## config.mk

```make
export PLATFORM = sky130hd
export DESIGN_NAME = move_input_ctrl_flat
export DESIGN_NICKNAME = d
export VERILOG_FILES = /design/src/rtl/move_input_ctrl_if.sv /design/src/rtl/move_input_ctrl.sv /design/src/flat_wrapper.sv
export SDC_FILE = /design/constraint.sdc
export NUM_CORES = 1
export LEC_CHECK = 0
export BUFFER_PORTS_ARGS = -buffer_cell sky130_fd_sc_hd__buf_2
export CAP_MARGIN = 20
export CORE_AREA = 2 2 104 106
export CTS_CLUSTER_DIAMETER = 200
export DETAILED_ROUTE_END_ITERATION = 7
export DIE_AREA = 0 0 106 108
export PLACE_DENSITY = 0.89
export SYNTH_ARGS = -nofsm -noshare
export SYNTH_HDL_FRONTEND = slang
export SYNTH_SLANG_ARGS = --single-unit
```

## constraint.sdc

```tcl
create_clock -name clk -period 8.3 [get_ports clk]
set_input_delay 1.66 -clock clk [delete_from_list [all_inputs] [get_ports clk]]
set_output_delay 1.66 -clock clk [all_outputs]
set_load 0.01 [all_outputs]
```

## src/rtl/move_input_ctrl_if.sv

```systemverilog
// Move request channel between the button front-end and the game controller.
// Carries the valid/ready move handshake, direction, move counter and new-game pulse.
// The master drives the request side; the slave drives move_ready.
interface move_input_ctrl_if;
  logic        move_valid;
  logic        move_ready;
  logic [1:0]  dir;
  logic        new_game;
  logic [15:0] move_count;

  modport master (
    output move_valid,
    output dir,
    output new_game,
    output move_count,
    input  move_ready
  );

  modport slave (
    input  move_valid,
    input  dir,
    input  new_game,
    input  move_count,
    output move_ready
  );
endinterface

```

## src/rtl/move_input_ctrl.sv

```systemverilog
// Button front-end: sync + debounce five buttons, one move request per press, new-game pulse.
// Latency: raw press to move_valid is DEBOUNCE_CYCLES+3 edges; new_game follows the same path.
// Backpressure: a pending move waits in PEND for move_ready indefinitely; later presses are dropped.
module move_input_ctrl #(
  parameter int DEBOUNCE_CYCLES = 500000,
  parameter int CNT_W           = 20
) (
  input  logic                clk,
  input  logic                rst,
  input  logic                btn_up,
  input  logic                btn_down,
  input  logic                btn_left,
  input  logic                btn_right,
  input  logic                btn_new,
  move_input_ctrl_if.master   mv
);

  // Bit positions: 0 up, 1 down, 2 left, 3 right, 4 new-game.
  localparam int NB = 5;
  localparam int NEW_IDX = 4;
  localparam logic [CNT_W-1:0] CNT_LAST = CNT_W'(DEBOUNCE_CYCLES - 1);

  typedef enum logic [1:0] {
    IDLE     = 2'd0,
    PEND     = 2'd1,
    WAIT_REL = 2'd2
  } state_t;

  logic [NB-1:0]    raw;
  logic [NB-1:0]    sync1_q, sync2_q;
  logic [NB-1:0]    db_q, db_d, db_dly_q;
  logic [CNT_W-1:0] cnt_q [NB];
  logic [CNT_W-1:0] cnt_d [NB];
  logic [NB-1:0]    press;
  logic             new_evt;
  logic             dir_evt;
  logic [1:0]       dir_sel;

  state_t           state_q, state_d;
  logic [1:0]       dir_q, dir_d;
  logic [15:0]      count_q, count_d;
  logic             new_game_q;
  logic             move_valid;

  assign raw = {btn_new, btn_right, btn_left, btn_down, btn_up};

  // Two-flop synchroniser for every raw button.
  always_ff @(posedge clk or posedge rst) begin
    if (rst) begin
      sync1_q <= '0;
      sync2_q <= '0;
    end else begin
      sync1_q <= raw;
      sync2_q <= sync1_q;
    end
  end

  // Debounce: count consecutive disagreeing cycles, accept the new level on the last count.
  always_comb begin
    for (int i = 0; i < NB; i++) begin
      db_d[i]  = db_q[i];
      cnt_d[i] = '0;
      if (sync2_q[i] != db_q[i]) begin
        if (cnt_q[i] == CNT_LAST) begin
          db_d[i]  = sync2_q[i];
          cnt_d[i] = '0;
        end else begin
          cnt_d[i] = cnt_q[i] + CNT_W'(1);
        end
      end
    end
  end

  // Debounced state, its one-cycle delayed copy (for edge detect) and the counters.
  always_ff @(posedge clk or posedge rst) begin
    if (rst) begin
      db_q     <= '0;
      db_dly_q <= '0;
      for (int i = 0; i < NB; i++) cnt_q[i] <= '0;
    end else begin
      db_q     <= db_d;
      db_dly_q <= db_q;
      for (int i = 0; i < NB; i++) cnt_q[i] <= cnt_d[i];
    end
  end

  // Press event is the 0->1 edge of the debounced level; releases produce nothing.
  always_comb begin
    press   = db_q & ~db_dly_q;
    new_evt = press[NEW_IDX];
    dir_evt = |press[3:0];
    if (press[0])      dir_sel = 2'd0;
    else if (press[1]) dir_sel = 2'd1;
    else if (press[2]) dir_sel = 2'd2;
    else               dir_sel = 2'd3;
  end

  // FSM state register.
  always_ff @(posedge clk or posedge rst) begin
    if (rst) state_q <= IDLE;
    else     state_q <= state_d;
  end

  // FSM next state: new-game overrides everything and parks in WAIT_REL.
  always_comb begin
    state_d = state_q;
    if (new_evt) begin
      state_d = WAIT_REL;
    end else begin
      case (state_q)
        IDLE:     if (dir_evt) state_d = PEND;
        PEND:     if (mv.move_ready) state_d = WAIT_REL;
        WAIT_REL: if (db_q[3:0] == 4'b0000) state_d = IDLE;
        default:  state_d = IDLE;
      endcase
    end
  end

  // FSM outputs: a request is pending exactly while in PEND.
  always_comb begin
    move_valid = (state_q == PEND);
  end

  // Direction latch and accepted-move counter next values.
  always_comb begin
    dir_d   = dir_q;
    count_d = count_q;
    if (state_q == IDLE && dir_evt && !new_evt) dir_d = dir_sel;
    if (new_evt)                                count_d = 16'd0;
    else if (state_q == PEND && mv.move_ready)  count_d = count_q + 16'd1;
  end

  // Direction, counter and registered new-game pulse.
  always_ff @(posedge clk or posedge rst) begin
    if (rst) begin
      dir_q      <= 2'd0;
      count_q    <= 16'd0;
      new_game_q <= 1'b0;
    end else begin
      dir_q      <= dir_d;
      count_q    <= count_d;
      new_game_q <= new_evt;
    end
  end

  assign mv.move_valid = move_valid;
  assign mv.dir        = dir_q;
  assign mv.new_game   = new_game_q;
  assign mv.move_count = count_q;

endmodule
```

## src/flat_wrapper.sv

```systemverilog
// flat-port wrapper written by rule: the top's interface ports become plain ports
module move_input_ctrl_flat 
#(
  parameter int DEBOUNCE_CYCLES = 500000,
  parameter int CNT_W           = 20
)
  (clk, rst, btn_up, btn_down, btn_left, btn_right, btn_new, mv_move_valid, mv_dir, mv_new_game, mv_move_count, mv_move_ready);
  move_input_ctrl_if mv_i ();
  input  logic clk;
  input  logic rst;
  input  logic btn_up;
  input  logic btn_down;
  input  logic btn_left;
  input  logic btn_right;
  input  logic btn_new;
  output wire logic [$bits(mv_i.move_valid)-1:0] mv_move_valid;
  output wire logic [$bits(mv_i.dir)-1:0] mv_dir;
  output wire logic [$bits(mv_i.new_game)-1:0] mv_new_game;
  output wire logic [$bits(mv_i.move_count)-1:0] mv_move_count;
  input wire logic [$bits(mv_i.move_ready)-1:0] mv_move_ready;
  assign mv_move_valid = mv_i.move_valid;
  assign mv_dir = mv_i.dir;
  assign mv_new_game = mv_i.new_game;
  assign mv_move_count = mv_i.move_count;
  assign mv_i.move_ready = mv_move_ready;
  move_input_ctrl #(.DEBOUNCE_CYCLES(DEBOUNCE_CYCLES), .CNT_W(CNT_W)) u_core (.clk(clk), .rst(rst), .btn_up(btn_up), .btn_down(btn_down), .btn_left(btn_left), .btn_right(btn_right), .btn_new(btn_new), .mv(mv_i));
endmodule
```

**Word-level counts from Yosys, hierarchy flattened**

Cells that the tools add are included.

- Bits in registers: 141
- Memories: 0
- Bits in latches: 0
- Memory bits (read-only): 0
- Word-level logic and storage cells: 74
- Bits in writable memories: 0
- Output and inout bits: 20
- Input bits: 8

- Shifts and indexed selects: 0
- Add/sub/neg operators: 6
- Order comparisons: 0
- Divide/modulo/power cells: 0
- Equality and inequality tests: 15
- Bitwise logic cells: 2
- Multipliers: 0
- Muxes and demuxes: 20
- Reductions and logical operators: 14

Operator list:

| cell | count |
|---|---|
| 20-bit 2-to-1 mux | 10 |
| 20-bit by 1-bit adder with 20-bit output (second input constant) | 5 |
| 20-bit by 19-bit equality test with 1-bit output (second input constant) | 5 |
| 16-bit 2-to-1 mux | 2 |
| 16-bit by 1-bit adder with 16-bit output (second input constant) | 1 |
| 2-bit 2-to-1 mux | 6 |
| 2-bit AND reduction | 5 |
| 3-bit by 1-bit != test with 1-bit output (second input constant) | 3 |
| 2-bit case mux with 3 select lines | 1 |
| 5-bit bitwise AND | 1 |
| 1-bit != test | 5 |
| 5-bit inverter | 1 |
| 4-bit zero test | 1 |
| 4-bit OR reduction | 1 |
| 1-bit logical AND | 3 |
| 3-bit AND reduction | 1 |
| 2-bit by 1-bit equality test with 1-bit output (second input constant) | 1 |
| 2-bit equality test (second input constant) | 1 |
| 2-bit zero test | 1 |
| 2-bit nonzero test | 1 |
| 1-bit zero test | 1 |
| 1-bit 2-to-1 mux | 1 |

**Longest topological paths before layout**

Gate-level depths: netlist of the first run.

- Depth after elaboration: 6
- Gate-level depth with buffers: 6

**Least setup slack after synthesis of the first run**

OpenSTA, ideal clock, no wires.

- Path kind: input to register
- From: input mv_move_ready
- To: register u_core.count_q[7], in the netlist u_core.mv.move_count[7]
- Path slack: 5.393 ns
- Arrival time: 2.829 ns
- Buffers on the path: 2
- Required time: 8.222 ns
- Stages on the path: 6
- Library setup time: 0.078 ns
- Cells stage by stage: and3b_1 -> clkbuf_1 -> o2111ai_1 -> clkbuf_1 -> or3_1 -> a21oi_1

- Cells in the longest elaborated chain, start to end: 2

Ends and longest elaborated chain:

| what | RTL line | source |
|---|---|---|
| start: declaration | flat_wrapper.sv:20 | `input wire logic [$bits(mv_i.move_ready)-1:0] mv_move_ready;` |
| 1-bit logical AND | move_input_ctrl.sv:130 | `else if (state_q == PEND && mv.move_ready) count_d = count_q + 16'd1;` |
| 2-bit nonzero test (no line) | - |  |
| end signal: assignment | move_input_ctrl.sv:141 | `count_q <= count_d;` |
| end: declaration | move_input_ctrl.sv:41 | `logic [15:0] count_q, count_d;` |

Every way passes these cells.
A chain may end at the register's enable or synchronous reset.

**Worst setup path after layout of the first run**

- From: register u_core.state_q[0]
- To: output mv_move_valid

- Cells in the longest elaborated chain, start to end: 1

Ends and longest elaborated chain:

| what | RTL line | source |
|---|---|---|
| start: declaration | move_input_ctrl.sv:39 | `state_t state_q, state_d;` |
| start signal: assignment | move_input_ctrl.sv:101 | `else state_q <= state_d;` |
| 2-bit by 1-bit equality test with 1-bit output | move_input_ctrl.sv:121 | `move_valid = (state_q == PEND);` |
| end: declaration | flat_wrapper.sv:16 | `output wire logic [$bits(mv_i.move_valid)-1:0] mv_move_valid;` |

Every way passes these cells.

==> flow_metrics.tcl, run 1 <==
set metrics [dict create \
    period_share 0.357 \
    layout.nets 719 \
    yosys_warnings 0 \
    yosys.area.top_type "dfrtp_1" \
    postSynthCellCount 672 \
    routed_wl_um 14500 \
    leakagePower_nw 3.08 \
    area_growth_pct 12.4 \
    drc 0 \
    clk_path_buf_depth 2 \
    routed_via_density 6.24 \
    num_vias 5327 \
    ir_drop_uv 122 \
    worst_pin_slew_ns 0.972 \
    row_count 37 \
    status "complete, no violations" \
    die_h_um 108 \
    synth_area_leaders "dfrtp_1 53%, xnor2_1 5.9%, nor2_1 5.2%" \
    first_pass_iters 5 \
    holdCritStartpoint "u_core.sync1_q[1]$_DFF_PP0_" \
    dp_cells 822 \
    final-hold-violation-count 0 \
    numCtsBuffers 17 \
    die_w_um 106 \
    hp-class "reg2reg" \
    grt_max_degree 82 \
    gr-total-overflow 0 \
    setup_slack_ns 5.34 \
    multi_input_area_um2 3000 \
    crit_type "reg2out" \
    first_iter_violations 409 \
    layout_commonest_cell "dfrtp_1" \
    drtAntennaViolNets 0 \
    grt_setup_unrepaired "false" \
    async_flop_share 1.00 \
    synth.avg_cell_area_um2 9.94 \
    critPathMaxFanout 6 \
    wl_per_cell_um 17.0 \
    period_minus_slack_ns 2.96 \
    path_clk_slew_ns 0.06 \
    cts_resized 0 \
    start_util 0.653 \
    post-cts-setup-buffers 0 \
    n_fill_cell 687 \
    power_mw 1.45 \
    grt_pass1_wl_um 24900 \
    r2r-start "u_core.db_dly_q[4]$_DFF_PP0_" \
    ctsHoldBuffers 0 \
    placed_area_um2 6960 \
    crit_path_start "u_core.state_q[0]$_DFFE_PP0P_" \
    pre_cts_ws_ns 4.95 \
    final_cell_area_um2 7510 \
    final-setup-viol-count 0 \
    cts-root-buf "clkbuf_8" \
    max-slew-margin-rel 0.352 \
    clkSinkCount 141 \
    htree_levels 4 \
    io-pin-count 28 \
    dp_hpwl_um 9000 \
    die_area_um2 11400 \
    synth_nets 686 \
    maxSlewViolCount 0 \
    grt_pass1_vias 5194 \
    cp-end-kind "output port" \
    clock_latency_ns 0.53 \
    final_cell_mix "141 x dfrtp_1, 92 x nor2_1, 45 x xnor2_1" \
    coreArea_um2 10200 \
    fin_cells 854 \
    tns_ns 0 \
    synth_top_cell_area_share 0.528 \
    ys_types 51 \
    critPathArrivalTime_ns 1.30 \
    cts_tree "done" \
    antenna_found_initial 0 \
    synth.yosys.seq_area_share 0.528 \
    finalClockSkew_ns 0.00584 \
    fmax_mhz 338 \
    synth_flop_cell "dfrtp_1" \
    p_per_area_nw_per_um2 193 \
    seq_area_um2 3530 \
    place_congestion 0.842 \
    drive_above_1_share 0.117 \
    maxCapViolations 0 \
    startpoint_type "flop" \
    syn_area_um2 6680 \
    ys_ff_latch 141 \
    antennaDiodeCount 0 \
    grt.total_usage 0.275 \
    synth_edf_count 0 \
    required_ns 6.64 \
    numPortBuffers 27 \
]
cells in the mapped netlist (2+ instances only):
library cell    n
and4_1          8
o41ai_1         2
clkbuf_1       13
or4_1          18
xnor2_1        45
nor4b_1         4
nand3_1        34
dfrtp_1       141
buf_2           3
o2111ai_1       2
nand2_1        42
nand4_1        33
nor4_1         20
nand3b_1        3
a21oi_1        37
mux2_2          6
nor2b_1         3
ha_1            6
nor3_1         16
nand2b_1        2
a31oi_1         2
o21ai_0        28
o31ai_1         7
or3_1          24
or2_2           5
xor2_1         29
nor2_1         92
inv_1          22
o31ai_2         2
a31o_2          2
report_power, final:
group | leakage, nW | total, mW | internal [mW] | switching [mW]
sequential | 1.91 | 0.705 | 0.696 | 0.00877
clock | 0.281 | 0.709 | 0.434 | 0.275
combinational | 0.884 | 0.0378 | 0.00991 | 0.0278
total | 3.08 | 1.45 | 1.14 | 0.312
cells by family (layout without fill, tap and decap cells):
family / Yosys count / count (layout) / synth area share
adders and majority gates: 6 / 6 / 0.0112
and+or+nand+nor: 314 / 314 / 0.247
buffers and inverters: 40 / 86 / 0.0242
xor gates and xnor gates: 74 / 74 / 0.0970
muxes: 7 / 7 / 0.0116
AOI/OAI and AO/OA: 90 / 90 / 0.0811
DFF: 141 / 141 / 0.528
critical path, cell delays in order (launching register included):
cell and delay [ns]:
dfrtp_1 0.42, nor2b_1 0.20, buf_2 0.16
area by class of cell:
type | instances | area share
clock buffers | 25 | 0.0658
flip-flops and latches | 141 | 0.470
multi-input cells | 491 | 0.399
clock inverters | 7 | 0.00799
well taps | 136 | 0.0227
inverters | 22 | 0.0117
repair buffers | 32 | 0.0230
metrics by stage:
stage	util	hold slack [ns]
final	0.734	0.340
after global routing	0.734	0.353
after CTS	0.734	0.347
after detailed placement	0.680	0.335
after global placement	0.680	0.335
after floorplan	-	0.331
per-layer routing:
metal	vias to the layer above	GRT usage	routed length, um
met2	206	0.462	7350
met5	-	0	0
met1	2597	0.345	5970
met3	51	0.0687	746
met4	0	0.115	418
li1	2473	-	-
path summary, 6_finish.rpt:
check | end | cells after the start | slack, ns
max | mv_move_valid | 2 | 5.34
min | u_core.sync2_q[1]$_DFF_PP0_ | 0 | 0.34
max reg2reg | u_core.mv.move_count[13]$_DFFE_PP0P_ | 5 | 5.68
min reg2reg | u_core.sync2_q[1]$_DFF_PP0_ | 0 | 0.34
max in group asynchronous | u_core.cnt_q[58]$_DFF_PP0_ | 3 | 5.77
min in group asynchronous | u_core.cnt_q[33]$_DFF_PP0_ | 2 | 1.18
sequential cells by signal, indices dropped and copies added (netlist names), 2 cells and up:
name                  count
u_core.cnt_q            100
u_core.mv.move_count     16
u_core.state_q            2
u_core.mv.dir             2
u_core.db_q               5
u_core.sync1_q            5
u_core.db_dly_q           5
u_core.sync2_q            5
Note: power is estimated with default switching activity, not from simulation.
==> run 2: changes to the inputs <==
Settings changed: CORE_AREA 2 2 104 106 to 2 2 107 109, DIE_AREA 0 0 106 108 to 0 0 109 111, PLACE_DENSITY 0.89 to 0.85.
Clock period 8.3 ns to 2.77 ns, I/O delays scaled along.
==> flow_metrics.tcl, run 2 (synthesized netlist as in run 1, its figures left out) <==
set metrics [dict create \
    status "complete, no violations" \
    crit_path_top_delay_cell "o21ai_2" \
    wl_per_cell_um 16.1 \
    crit_type "reg2reg" \
    ctsHoldBuffers 0 \
    rr_worst_depth 5 \
    tns_ns 0 \
    antenna_found_initial 0 \
    coreArea_um2 11100 \
    drc 0 \
    place_congestion 0.867 \
    required_ns 3.03 \
    crit_end "u_core.cnt_q[36]$_DFF_PP0_" \
    cp-end-kind "flop" \
    numCtsBuffers 17 \
    gr-total-overflow 0 \
    crit_cells 5 \
    leakagePower_nw 3.12 \
    area_growth_pct 14.3 \
    grt_max_degree 49 \
    path_clk_slew_ns 0.05 \
    cts_tree "done" \
    die_w_um 109 \
    grt_pass1_wl_um 24100 \
    io-pin-count 28 \
    final_cell_mix "141 x dfrtp_1, 92 x nor2_1, 45 x xnor2_1" \
    maxSlewViolCount 0 \
    first_iter_violations 452 \
    critPathArrivalTime_ns 2.50 \
    num_vias 5269 \
    period_share 0.809 \
    die_h_um 111 \
    path_buf_inv 0 \
    layout_commonest_cell "dfrtp_1" \
    drtAntennaViolNets 0 \
    grt_setup_unrepaired "false" \
    p_per_area_nw_per_um2 600 \
    hp-class "in2reg" \
    critPathMaxFanout 19 \
    row_count 39 \
    holdCritStartpoint "btn_left" \
    drive_above_1_share 0.123 \
    first_pass_iters 5 \
    cp_slowest_stage_delay_ns 0.60 \
    final-setup-viol-count 0 \
    numPortBuffers 27 \
    crit_family "compound AO/OA/AOI/OAI gates" \
    final-hold-violation-count 0 \
    clk_path_buf_depth 2 \
    r2r-start "u_core.cnt_q[20]$_DFF_PP0_" \
    regMostFlops "u_core.cnt_q" \
    maxCapViolations 0 \
    clock_latency_ns 0.43 \
    htree_levels 4 \
    largest_reg_flops 100 \
    die_area_um2 12100 \
    layout.nets 724 \
    routed_wl_um 13900 \
    fmax_mhz 446 \
    worstPathCellList "ha_1 -> nand4_1 -> or4_1 -> o21ai_2 -> a21oi_1" \
    dp_hpwl_um 9090 \
    period_minus_slack_ns 2.24 \
    power_mw 4.58 \
    start_util 0.603 \
    cts-root-buf "clkbuf_16" \
    clkSinkCount 141 \
    grt.total_usage 0.252 \
    antennaDiodeCount 0 \
    finalClockSkew_ns 0.0126 \
    cts_resized 0 \
    crit_path_start "u_core.cnt_q[20]$_DFF_PP0_" \
    post-cts-setup-buffers 0 \
    routed_via_density 6.10 \
    reg2reg_to "u_core.cnt_q[36]$_DFF_PP0_" \
    startpoint_type "flop" \
    ir_drop_uv 424 \
    worst_pin_slew_ns 0.795 \
    max-slew-margin-rel 0.469 \
    r2r_slack_ns 0.53 \
    grt_pass1_vias 5196 \
]
==> run 2: cell count changes in the layout (fill, tap and decap cells not counted), moves of 3 or more <==
cell        before  now
bufinv_16        1    4
clkinvlp_4       0    3
buf_4            5    8
clkinv_2         6    3
clkbuf_8         6    1
==> run 2: final cells by class <==
class | count | area, um^2
Clock buffer | 19 | 443
Clock inverter | 11 | 168
Fill cell | 786 | 3440
Inverter | 22 | 86.3
Multi-Input combinational cell | 491 | 3000
Sequential cell | 141 | 3530
Tap cell | 143 | 179
Timing Repair Buffer | 37 | 235
==> run 2: power by group <==
| group | switching, mW | leakage, nW | total (mW) | internal [mW] |
|---|---|---|---|---|
| registers | 0.0259 | 1.91 | 2.11 | 2.09 |
| logic | 0.0839 | 0.913 | 0.120 | 0.0362 |
| clock network | 0.832 | 0.295 | 2.35 | 1.52 |
| total | 0.942 | 3.12 | 4.58 | 3.64 |
==> run 2: worst min path at each step <==
stage	to	depth (start not counted)	slack, ns
2_1_floorplan	u_core.sync2_q[0]$_DFF_PP0_	0	0.33
3_3_place_gp	u_core.sync2_q[3]$_DFF_PP0_	0	0.33
3_5_place_dp	u_core.sync2_q[3]$_DFF_PP0_	0	0.33
4_1_cts	u_core.sync1_q[0]$_DFF_PP0_	1	0.22
5_1_grt	u_core.sync1_q[2]$_DFF_PP0_	1	0.21
6_report	u_core.sync1_q[2]$_DFF_PP0_	1	0.23
==> run 2: per-layer routing <==
| layer | global-route usage | up-vias | wire length, um |
|---|---|---|---|
| met5 | 0 | - | 0 |
| met4 | 0.110 | 0 | 363 |
| met3 | 0.0705 | 48 | 730 |
| met2 | 0.402 | 198 | 7080 |
| met1 | 0.321 | 2540 | 5710 |
| li1 | - | 2483 | - |
==> run 2: through the flow <==
step / hold WS (ns) / util / setup slack, ns / cells / instance area (um^2)
6_report: 0.229 / 0.690 / 0.528 / 864 / 7640
5_1_grt: 0.214 / 0.690 / 0.249 / 864 / 7640
4_1_cts: 0.225 / 0.690 / 0.541 / 864 / 7640
3_5_place_dp: 0.335 / 0.634 / 0.555 / 834 / 7030
3_3_place_gp: 0.332 / 0.634 / 0.673 / 834 / 7030
2_1_floorplan: 0.331 / - / 0.453 / 672 / 6690
